===== src/rtl/io_pkg.sv =====
// rtl/io_pkg.sv - shared types and constants for the custom I/O responder
package io_pkg;

   typedef enum logic [1:0] {
      IDLE   = 2'd0,
      GATHER = 2'd1,
      DONE   = 2'd2
   } io_state_e;

   localparam int IO_BYTES_PER_WORD = 4;
   localparam int UART_BYTE_W       = 8;
   localparam int BYTE_IDX_W        = $clog2(IO_BYTES_PER_WORD);

   localparam logic [BYTE_IDX_W-1:0] LAST_BYTE_IDX = BYTE_IDX_W'(IO_BYTES_PER_WORD - 1);

endpackage


===== src/rtl/io_responder_if.sv =====
// rtl/io_responder_if.sv - pipeline-side and UART-side signal bundle of io_responder
interface io_responder_if
   import io_pkg::*;
#(
   parameter int DATA_W = 32
);
   logic                   in_issued;
   logic                   out_issued;
   logic [DATA_W-1:0]      out_data;
   logic                   io_stall;
   logic [DATA_W-1:0]      in_data;
   logic                   rx_valid;
   logic [UART_BYTE_W-1:0] rx_data;
   logic                   tx_valid;
   logic [UART_BYTE_W-1:0] tx_data;
   logic                   tx_ready;
   logic                   rx_overflow;
   logic [31:0]            rx_byte_count;
   logic [31:0]            tx_byte_count;

   modport master (
      output in_issued, out_issued, out_data, rx_valid, rx_data, tx_ready,
      input  io_stall, in_data, tx_valid, tx_data, rx_overflow, rx_byte_count, tx_byte_count
   );

   modport slave (
      input  in_issued, out_issued, out_data, rx_valid, rx_data, tx_ready,
      output io_stall, in_data, tx_valid, tx_data, rx_overflow, rx_byte_count, tx_byte_count
   );
endinterface


===== src/rtl/io_byte_fifo.sv =====
// rtl/io_byte_fifo.sv - RX byte FIFO; caller qualifies push/pop against full/empty
module io_byte_fifo #(
   parameter int DEPTH = 16,
   parameter int W     = 8
) (
   input  logic         clk,
   input  logic         rst,
   input  logic         push,
   input  logic [W-1:0] push_data,
   input  logic         pop,
   output logic [W-1:0] pop_data,
   output logic         full,
   output logic         empty
);
   localparam int AW = $clog2(DEPTH);

   logic [W-1:0] mem [DEPTH];
   logic [AW:0]  wr_ptr;
   logic [AW:0]  rd_ptr;

   // Extra MSB distinguishes full from empty when the index bits match.
   assign empty    = (wr_ptr == rd_ptr);
   assign full     = (wr_ptr[AW] != rd_ptr[AW]) && (wr_ptr[AW-1:0] == rd_ptr[AW-1:0]);
   assign pop_data = mem[rd_ptr[AW-1:0]];

   always_ff @(posedge clk) begin
      if (rst) begin
         wr_ptr <= '0;
         rd_ptr <= '0;
      end else begin
         if (push) wr_ptr <= wr_ptr + 1'b1;
         if (pop)  rd_ptr <= rd_ptr + 1'b1;
      end
   end

   always_ff @(posedge clk) begin
      if (push) mem[wr_ptr[AW-1:0]] <= push_data;
   end
endmodule


===== src/rtl/io_responder.sv =====
// rtl/io_responder.sv - cin_int/out servicing between the pipeline and the UART blocks
// Optional byte counters enabled by defining IO_COUNTERS_EN.
module io_responder
   import io_pkg::*;
#(
   parameter int RX_DEPTH = 16,
   parameter int DATA_W   = 32
) (
   input  logic           clk,
   input  logic           rst,
   io_responder_if.slave  bus
);
   io_state_e              state;
   logic [DATA_W-1:0]      acc;
   logic [BYTE_IDX_W-1:0]  byte_idx;
   logic                   overflow_q;

   logic                   fifo_full;
   logic                   fifo_empty;
   logic [UART_BYTE_W-1:0] fifo_byte;
   logic                   pop;
   logic                   push;
   logic                   out_fire;
   logic                   unused_out_bits;

   assign pop  = ((state == IDLE && bus.in_issued) || state == GATHER) && !fifo_empty;
   // A full FIFO still takes a byte when a pop frees a slot in the same cycle.
   assign push = bus.rx_valid && (!fifo_full || pop);

   io_byte_fifo #(
      .DEPTH (RX_DEPTH),
      .W     (UART_BYTE_W)
   ) u_rx_fifo (
      .clk       (clk),
      .rst       (rst),
      .push      (push),
      .push_data (bus.rx_data),
      .pop       (pop),
      .pop_data  (fifo_byte),
      .full      (fifo_full),
      .empty     (fifo_empty)
   );

   always_ff @(posedge clk) begin
      if (rst) begin
         state      <= IDLE;
         acc        <= '0;
         byte_idx   <= '0;
         overflow_q <= 1'b0;
      end else begin
         if (bus.rx_valid && !push) overflow_q <= 1'b1;
         if (pop) begin
            acc[{byte_idx, 3'b000} +: UART_BYTE_W] <= fifo_byte;
            byte_idx <= byte_idx + 1'b1;
         end
         case (state)
            IDLE:    if (bus.in_issued) state <= GATHER;
            GATHER:  if (pop && byte_idx == LAST_BYTE_IDX) state <= DONE;
            DONE:    state <= IDLE;
            default: state <= IDLE;
         endcase
      end
   end

   // IN has priority if both requests show up together.
   assign bus.tx_valid = bus.out_issued && !bus.in_issued && state == IDLE;
   assign bus.tx_data  = bus.out_data[UART_BYTE_W-1:0];
   assign out_fire     = bus.tx_valid && bus.tx_ready;

   assign bus.io_stall = (state == IDLE && bus.in_issued) || state == GATHER ||
                         (bus.out_issued && !bus.in_issued && !out_fire);
   assign bus.in_data     = acc;
   assign bus.rx_overflow = overflow_q;

   assign unused_out_bits = ^bus.out_data[DATA_W-1:UART_BYTE_W];

`ifdef IO_COUNTERS_EN
   logic [31:0] rx_cnt;
   logic [31:0] tx_cnt;

   always_ff @(posedge clk) begin
      if (rst) begin
         rx_cnt <= '0;
         tx_cnt <= '0;
      end else begin
         if (push)     rx_cnt <= rx_cnt + 32'd1;
         if (out_fire) tx_cnt <= tx_cnt + 32'd1;
      end
   end

   assign bus.rx_byte_count = rx_cnt;
   assign bus.tx_byte_count = tx_cnt;
`else
   assign bus.rx_byte_count = '0;
   assign bus.tx_byte_count = '0;
`endif

   a_in_out_exclusive: assert property (@(posedge clk) disable iff (rst)
      !(bus.in_issued && bus.out_issued));
endmodule


===== src/flat_wrapper.sv =====
// flat-port wrapper written by rule: the top's interface ports become plain ports
module io_responder_flat import io_pkg::*;
#(
   parameter int RX_DEPTH = 16,
   parameter int DATA_W   = 32
)
  (clk, rst, bus_in_issued, bus_out_issued, bus_out_data, bus_rx_valid, bus_rx_data, bus_tx_ready, bus_io_stall, bus_in_data, bus_tx_valid, bus_tx_data, bus_rx_overflow, bus_rx_byte_count, bus_tx_byte_count);
  io_responder_if #(.DATA_W(DATA_W)) bus_i ();
  input  logic clk;
  input  logic rst;
  input wire logic [$bits(bus_i.in_issued)-1:0] bus_in_issued;
  input wire logic [$bits(bus_i.out_issued)-1:0] bus_out_issued;
  input wire logic [$bits(bus_i.out_data)-1:0] bus_out_data;
  input wire logic [$bits(bus_i.rx_valid)-1:0] bus_rx_valid;
  input wire logic [$bits(bus_i.rx_data)-1:0] bus_rx_data;
  input wire logic [$bits(bus_i.tx_ready)-1:0] bus_tx_ready;
  output wire logic [$bits(bus_i.io_stall)-1:0] bus_io_stall;
  output wire logic [$bits(bus_i.in_data)-1:0] bus_in_data;
  output wire logic [$bits(bus_i.tx_valid)-1:0] bus_tx_valid;
  output wire logic [$bits(bus_i.tx_data)-1:0] bus_tx_data;
  output wire logic [$bits(bus_i.rx_overflow)-1:0] bus_rx_overflow;
  output wire logic [$bits(bus_i.rx_byte_count)-1:0] bus_rx_byte_count;
  output wire logic [$bits(bus_i.tx_byte_count)-1:0] bus_tx_byte_count;
  assign bus_i.in_issued = bus_in_issued;
  assign bus_i.out_issued = bus_out_issued;
  assign bus_i.out_data = bus_out_data;
  assign bus_i.rx_valid = bus_rx_valid;
  assign bus_i.rx_data = bus_rx_data;
  assign bus_i.tx_ready = bus_tx_ready;
  assign bus_io_stall = bus_i.io_stall;
  assign bus_in_data = bus_i.in_data;
  assign bus_tx_valid = bus_i.tx_valid;
  assign bus_tx_data = bus_i.tx_data;
  assign bus_rx_overflow = bus_i.rx_overflow;
  assign bus_rx_byte_count = bus_i.rx_byte_count;
  assign bus_tx_byte_count = bus_i.tx_byte_count;
  io_responder #(.RX_DEPTH(RX_DEPTH), .DATA_W(DATA_W)) u_core (.clk(clk), .rst(rst), .bus(bus_i));
endmodule

===== config.mk =====
export PLATFORM = sky130hd
export DESIGN_NAME = io_responder_flat
export DESIGN_NICKNAME = d
export VERILOG_FILES = /design/src/rtl/io_pkg.sv /design/src/rtl/io_responder_if.sv /design/src/rtl/io_byte_fifo.sv /design/src/rtl/io_responder.sv /design/src/flat_wrapper.sv
export SDC_FILE = /design/constraint.sdc
export NUM_CORES = 1
export LEC_CHECK = 0
export CORE_MARGIN = 2
export CORE_UTILIZATION = 38
export CTS_BUF_LIST = sky130_fd_sc_hd__clkbuf_8
export DETAILED_ROUTE_END_ITERATION = 6
export DONT_BUFFER_PORTS = 1
export PLACE_DENSITY = 0.51
export SYNTH_ARGS = -nofsm -noshare
export SYNTH_HDL_FRONTEND = slang
export SYNTH_SLANG_ARGS = --single-unit

===== constraint.sdc =====
create_clock -name clk -period 5.5 [get_ports clk]
set_input_delay 0.825 -clock clk [delete_from_list [all_inputs] [get_ports clk]]
set_output_delay 0.825 -clock clk [all_outputs]
set_load 0.01 [all_outputs]

==> metrics <==
worst path buffer plus inverter count=1; Die Area=20,800 sq um; max_cap viols=0; synth warn=0; Async S/R FF share, synth=0; die height=144 um; top cells by count, synth=128 x edfxtp_1, 74 x buf_4, 51 x dfxtp_1; clock sink count=179; pin count of the biggest net entering global routing=33; H-tree levels=4; setup_tns=0 ps; # IOs=153; critical path's slowest cell=mux4_2; Placement Cell Area=7420 sq um; Avg WL per Cell=19.2 um; root buf cell=clkbuf_8; Mean Syn Cell Area=between 15 and 20 sq um; Hold Path Class=in2reg; Final GP Congestion=0.730; final hold vios=0; vias in the first global route=3,613; Final Cell Area=around 8000 sq um; CP top delay family=compound AO/OA/AOI/OAI gates; Initial Util=0.386; die width=roughly 140 um; number of synthesized flops with an enable pin=128; hold_buf cts=0; layout cells sized above 1=0.163; period utilisation layout=0.443; post-cts resize count=0; post-synthesis instance total=around 470; worst endpoint required time=5860 ps; CTS tree=done; share of the synthesized area in the top cell type=0.514; post-CTS setup buffer count=0; ranking of synthesized cells by area=edfxtp_1 51%, dfxtp_1 14%, mux4_2 9.6%, buf_4 7.4%, a22o_1 3.7%; Power Density=roughly 380 nW/um^2; Slew HR=0.360; Iteration-0 DRC Markers=around 210; drc violations=0; CP startpoint kind=flop; Yosys reg bits=roughly 180; post-route minimum period=2430 ps; PortBufs=0; largest buffer count on any clock path=2; Clock Latency Late Sink=about 460 ps; LEAKAGE=between 2 and 3 nW; cell with the most instances after synthesis=edfxtp_1; area grow syn2layout=4.80%; Pre-Repair DR Iteration Count=4; Core Area=around 19,000 sq um; routed via count=roughly 3,600; DP Cell Count=711; # diodes=0; hpwl dp=around 9500 um; worst vdd ir=just under 0.0002 V; WL final=14,200 um; CTS clk-pin slew, worst paths=approximately 100 ps; RSZ-0062 raised after global routing=false; largest area contributor in the netlist=edfxtp_1; ys flop type=edfxtp_1; clock skew=between 10 and 15 ps; slowest stage delay, CP=600 ps; WS Path Type=reg2reg; Max Fclk=0.411 GHz; crit path DAT=2800 ps; Seq/Total Area, Yosys=0.650; Cell variety after synth=43; crit end category=flop; Post-Syn Area=~7500 sq um; post-route ant nets=0; Overflow after GRT=0; Final nets=~520; CTS Buf Count=17; global-route wire length before repair=21,600 um; vias per cell=a little under 5; Slew Limit Fails=0; initial antenna violation count=0; Worst Tran Pin Value=~960 ps; # rows=51; Setup Viol. Count Final=0; status=finished, final reports clean; largest fanout on the critical path=32; Non-Filler Instances=743; Critical Path, Cell by Cell=buf_4 > mux4_2 > a22oi_1 > nand2_1 > a22o_1; GRT Overall Usage=0.144
[worst paths after layout]
| check | endpoint | slack [ps] | depth (start not counted) | start |
|---|---|---|---|---|
| max | u_core.bus.in_data[14] | 3070 | 5 | flop |
| min | flop | 440 | 1 | rst |
| max reg2reg | u_core.bus.in_data[14] | 3070 | 5 | flop |
| min reg2reg | u_core.byte_idx[1] | 500 | 2 | u_core.byte_idx[1] |
[logic make-up (layout without fill, tap and decap cells)]
kind of cell	Yosys count	in the layout	synth area share
DFF	179	179	0.650
buffers and inverters	95	39	0.0894
and+or+nand+nor	74	74	0.0573
AOI/OAI and AO/OA	65	65	0.0684
muxes	35	35	0.100
xor gates and xnor gates	12	12	0.0171
adders and majority gates	10	10	0.0167
other	1	64	0.000501
[through the flow]
stage,util,power (mW),setup slack (ps),hold slack [ps]
after CTS,0.404,2.98,3050,398
final,0.404,2.94,3070,435
after detailed placement,0.383,2.05,2950,494
after global placement,0.383,2.04,2870,485
after global routing,0.404,3.08,2900,392
after floorplan,-,1.98,3270,469
[metal layers]
metal	vias to the layer above	share of wire	track usage
li1	1655	-	-
met1	1856	0.44	0.185
met2	112	0.50	0.241
met3	18	0.043	0.0344
met4	0	0.012	0.0485
met5	-	0	0
[power by group]
group	switching, mW	internal, mW
clock network	0.497	0.447
registers	0.0456	1.49
logic	0.274	0.194
[sequential cells by signal, indices dropped and copies added, names as in the netlist, named ones only]
| register | count |
|---|---|
| u_core.bus.in_data | 32 |
| u_core.bus.rx_overflow | 1 |
| u_core.byte_idx | 2 |
| u_core.u_rx_fifo.mem | 128 |
| u_core.state | 2 |
| u_core.u_rx_fifo.rd_ptr | 5 |
| u_core.u_rx_fifo.wr_ptr | 5 |
[cell type report]
type / count / area (sq um)
clock buffer: 19 / 262
clock inverter: 13 / 160
fill: 1748 / 11600
inverter: 4 / 15.0
multi-input combinational: 260 / 2190
sequential: 179 / 4870
tap: 265 / 332
timing repair buffer: 3 / 22.5
[placed cells by master (no fill, tap or decap), types with 4 or more instances in the layout]
| master | n |
|---|---|
| conb_1 | 64 |
| dfxtp_1 | 50 |
| edfxtp_1 | 128 |
| nand2_1 | 16 |
| nor2_1 | 19 |
| a22oi_1 | 16 |
| a22o_1 | 32 |
| a21oi_1 | 4 |
| nor2b_1 | 7 |
| clkbuf_8 | 19 |
| ha_1 | 10 |
| and3_1 | 13 |
| xnor2_1 | 5 |
| inv_1 | 4 |
| inv_6 | 6 |
| xor2_1 | 4 |
| mux4_2 | 32 |
No activity file was read; power rests on OpenSTA's default activity.
